File: config.mk
export PLATFORM = sky130hd
export DESIGN_NAME = top_seq_scan
export DESIGN_NICKNAME = d
export VERILOG_FILES = /design/src/rtl/seq_scan_pkg.sv /design/src/rtl/seq_detector_1011.sv /design/src/rtl/top_seq_scan.sv
export SDC_FILE = /design/constraint.sdc
export NUM_CORES = 1
export LEC_CHECK = 0
export BUFFER_PORTS_ARGS = -buffer_cell sky130_fd_sc_hd__buf_4
export CAP_MARGIN = 20
export CORE_UTILIZATION = 40
export DETAILED_ROUTE_END_ITERATION = 8
export PLACE_DENSITY = 0.6
export SETUP_SLACK_MARGIN = 0.2
export SLEW_MARGIN = 25
export SYNTH_ARGS = -nofsm -noshare
export SYNTH_HDL_FRONTEND = slang
export SYNTH_SLANG_ARGS = --single-unit
File: constraint.sdc
create_clock -name clk -period 3.1 [get_ports clk]
set_input_delay 0.155 -clock clk [delete_from_list [all_inputs] [get_ports clk]]
set_output_delay 0.155 -clock clk [all_outputs]
set_load 0.02 [all_outputs]
File: src/rtl/seq_scan_pkg.sv
// Shared types and constants for the byte-serial 1011 scanner.
// Includes a byte-folding helper used to derive stimulus words.
package seq_scan_pkg;

  localparam int SCAN_W = 8;

  typedef enum logic [1:0] {
    ST_LOAD  = 2'd0,
    ST_SHIFT = 2'd1,
    ST_DONE  = 2'd2
  } scan_st_t;

  typedef enum logic [1:0] {
    S0   = 2'd0,
    S1   = 2'd1,
    S10  = 2'd2,
    S101 = 2'd3
  } det_st_t;

  // Folds a 32-bit random value into one stimulus byte.
  function automatic logic [7:0] rand_byte(
    input logic [31:0] seed
  );
    return seed[7:0] ^ seed[15:8]
         ^ seed[23:16] ^ seed[31:24];
  endfunction

endpackage

File: src/rtl/seq_detector_1011.sv
// Overlapping 1011 detector, MSB-first serial input.
// match is a one-cycle pulse on the bit completing the pattern.
module seq_detector_1011
  import seq_scan_pkg::*;
(
  input  logic clk,
  input  logic rst,
  input  logic clr,
  input  logic en,
  input  logic bit_in,
  output logic match
);

  det_st_t st;
  det_st_t nx;

  always_comb begin
    nx = st;
    unique case (st)
      S0:   nx = bit_in ? S1   : S0;
      S1:   nx = bit_in ? S1   : S10;
      S10:  nx = bit_in ? S101 : S0;
      S101: nx = bit_in ? S1   : S10;
    endcase
  end

  // Combinational so the final bit's match reaches Out on the same edge.
  assign match = en & bit_in & (st == S101);

  always_ff @(posedge clk) begin
    if (rst || clr) begin
      st <= S0;
    end else if (en) begin
      st <= nx;
    end
  end

endmodule

File: src/rtl/top_seq_scan.sv
// Byte-serial scanner: LOAD, WIDTH shift cycles, DONE.
// Out reports whether 1011 occurred in the word; done pulses once.
module top_seq_scan
  import seq_scan_pkg::*;
#(
  parameter int WIDTH = SCAN_W
) (
  input  logic             clk,
  input  logic             rst,
  input  logic [WIDTH-1:0] Input,
  output logic             Out,
  output logic             done
);

  localparam int CW = $clog2(WIDTH);
  localparam logic [CW-1:0] LAST = CW'(WIDTH - 1);

  scan_st_t         st;
  logic [WIDTH-1:0] shreg;
  logic [CW-1:0]    cnt;
  logic             found;
  logic             match;
  logic             clr;
  logic             en;

  assign clr = (st == ST_LOAD);
  assign en  = (st == ST_SHIFT);

  seq_detector_1011 u_det (
    .clk    (clk),
    .rst    (rst),
    .clr    (clr),
    .en     (en),
    .bit_in (shreg[WIDTH-1]),
    .match  (match)
  );

  always_ff @(posedge clk) begin
    if (rst) begin
      st    <= ST_LOAD;
      shreg <= '0;
      cnt   <= '0;
      found <= 1'b0;
      Out   <= 1'b0;
      done  <= 1'b0;
    end else begin
      unique case (st)
        ST_LOAD: begin
          shreg <= Input;
          cnt   <= '0;
          found <= 1'b0;
          done  <= 1'b0;
          st    <= ST_SHIFT;
        end
        ST_SHIFT: begin
          shreg <= shreg << 1;
          cnt   <= cnt + 1'b1;
          found <= found | match;
          if (cnt == LAST) begin
            Out  <= found | match;
            done <= 1'b1;
            st   <= ST_DONE;
          end
        end
        ST_DONE: begin
          done <= 1'b0;
          st   <= ST_LOAD;
        end
        default: begin
          st <= ST_LOAD;
        end
      endcase
    end
  end

endmodule

==> run_results.csv <==
group,metric,value,unit
sta,hold_viol,0,
routing,drc,0,
floorplanning,start_util,43.7,%
clocking,cts-root-buf,"clkbuf_4",
sta,fin_worst_skew,0.00510,ns
logic_synthesis,ys.flop_type,"dfxtp_1",
routing,wl,1320,um
worst_setup_path,worstPathArrival,1.74,ns
flow_run,maxCapViolations,0,
worst_setup_path,critPathBufInv,1,
routing,num_vias,585,
grt,grt_max_degree,19,
worst_setup_path,critPathKind,"reg -> reg",
hold_path,worstHoldPathType,"in -> reg",
logic_synthesis,synthMostInstantiatedCell,"dfxtp_1",
place,gp_congestion,0.702,
place,dpl.hpwl,900,um
final_layout,stdcell_count,116,
logic_synthesis,ys_seq_area_share,46.2,%
logic_synthesis,syn_area_per_cell,9.51,um2
logic_synthesis,synth_nets,94,
worst_setup_path,cp.required,3.29,ns
clocking,h-tree-depth,1,
logic_synthesis,synth_edf_count,0,
floorplanning,design.die.area,2130,um2
routing,drtPass1Iterations,4,
sta,tns,0,ns
worst_setup_path,slowest_delay,0.75,ns
sta,worst_pin_slew,0.649,ns
sta,rsz0062_at_grt,"no",
sta,timing.fmax,0.646,GHz
sta,timing.slew.headroom,56.7,%
routing,drtIter0Drc,5,
logic_synthesis,ys_top_cells_by_count,"dfxtp_1 (18), nand2_1 (17), a21oi_1 (9)",
clocking,clock_latency,0.30,ns
routing,dr_wl_met3,68,um
place,port-buffer-count,11,
logic_synthesis,ys_ff_latch,18,
logic_synthesis,synthTopCellsByArea,"dfxtp_1 (46%), mux2_2 (10%), nand2_1 (8.2%)",
floorplanning,io_pins,12,
clocking,cts_tree,"yes",
logic_synthesis,synth_area,779,um2
final_layout,fin_nets,104,
worst_setup_path,crit_family,"flip-flops",
logic_synthesis,ys_warn_count,0,
clocking,cts_buffers,3,
logic_synthesis,synthDominantCellAreaShare,46.2,%
clocking,clk_pin_slew,0.10,ns
sta,whs,0.0945,ns
floorplanning,coreArea,1780,um2
pwr,p_per_area,483,nW/um2
floorplanning,die_w,46.1,um
logic_synthesis,yosys.area.top_type,"dfxtp_1",
floorplanning,fp-row-count,15,
sta,fin_crit_sh,50.0,%
clocking,cts_max_path_buffers,2,
routing,wire_per_inst,11.4,um
routing,dr.max_layer_used,"met4",
final_layout,final_core_util,49.5,%
sta,slew_violations,0,
pwr,p_leak,0.348,nW
grt,antenna_found_initial,0,
grt,grt_pass1_vias,546,
clocking,cts.sinks,18,
worst_setup_path,endpoint_kind,"flop",
grt,overflow,0,
worst_setup_path,startpoint_type,"flop",
floorplanning,die_y,46.1,um
place,dp_cells,112,
clocking,cts_hold_buf,0,
final_layout,diodes,0,
pwr,vdd_drop_max,345,uV
logic_synthesis,synth_cell_type_count,22,
grt,track_usage,14.6,%
final_layout,areaGrowthSynthToFinish,13.2,%
clocking,cts.repair.resized,0,
pwr,power,0.426,mW
worst_setup_path,worstPathCellList,"clkinv_1, a21oi_1, nor3b_1",
status,status,"finished clean",
final_layout,layout-drive-gt1-share,28.6,%
sta,fin_crit,1.55,ns
routing,drtAntennaViolNets,0,
worst_setup_path,critPathMaxFanout,18,
worst_setup_path,crit_slowest_cell,"dfxtp_1",
routing,dr_wl_met2,590,um
routing,wl_met1,657,um
logic_synthesis,syn-instance-count,82,
routing,via_per_inst,5.04,
clocking,cts_setup_buffers,0,
grt,grt_pass1_wl,2190,um
sta,setup_viol_count_final,0,
logic_synthesis,ys_async_sr_fraction,0,%
-- path summary, 6_finish.rpt --
| kind | slack [ns] | startpoint | cells after the start | endpoint |
|---|---|---|---|---|
| max reg2reg | 1.55 | st[1]$_SDFFE_PP0P_ | 3 | done$_SDFFE_PP0P_ |
| min reg2reg | 0.46 | shreg[1]$_SDFFE_PP0P_ | 2 | shreg[1]$_SDFFE_PP0P_ |
| max | 1.55 | st[1]$_SDFFE_PP0P_ | 3 | done$_SDFFE_PP0P_ |
| min | 0.09 | Input[0] | 3 | shreg[0]$_SDFFE_PP0P_ |
-- cell usage in the layout, fill, tap and decap left out, drive strengths merged, types with 2 or more instances in the layout --
master  count
ha          2
nand2      17
mux2        7
nor2        6
a21oi      11
buf        11
dfxtp      18
a31oi       2
clkbuf      4
a22oi       3
-- power breakdown --
group	switching [mW]	internal, mW	total, mW	leakage, nW
Combinational	0.0139	0.0215	0.0354	0.180
Sequential	0.00710	0.239	0.247	0.147
Clock	0.0726	0.0716	0.144	0.0210
Total	0.0937	0.333	0.426	0.348
-- cells by family (layout without fill, tap and decap cells) --
group                      count (synthesis)  in the layout  synth area share, %
and+or+nand+nor                           29             29                 17.2
buffers and inverters                      7             16                 6.58
DFF                                       18             18                 46.2
AOI/OAI and AO/OA                         18             18                 15.4
muxes                                      8              8                 11.4
adders and majority gates                  2              2                 3.21
-- area by class of cell --
class / count / area (um2)
clock buffer: 4 / 36.3
fill: 190 / 901
inverter: 1 / 3.75
multi-input combinational: 57 / 368
sequential: 18 / 360
tap: 25 / 31.3
timing repair buffer: 11 / 82.6
-- metal layers --
layer,track usage [%],vias up
met4,3.53,0
li1,-,302
met5,0,-
met3,7.06,2
met1,17.3,267
met2,23.7,14
-- registers in the layout (all words and copies together), names as in the netlist --
signal / count
Out: 1
cnt: 3
done: 1
found: 1
shreg: 8
st: 2
u_det.st: 2
-- through the flow --
stage / instance area (um2) / setup WS (ns)
2_1_floorplan: 779 / 2.03
3_3_place_gp: 846 / 1.59
3_5_place_dp: 846 / 1.57
4_1_cts: 882 / 1.55
5_1_grt: 882 / 1.40
6_report: 882 / 1.55
-- worst min-delay path, cell delays in order --
cell and delay [ns]:
buf_4 0.08, a22oi_1 0.05, nor2_1 0.08
(Power assumes the default switching activity.)
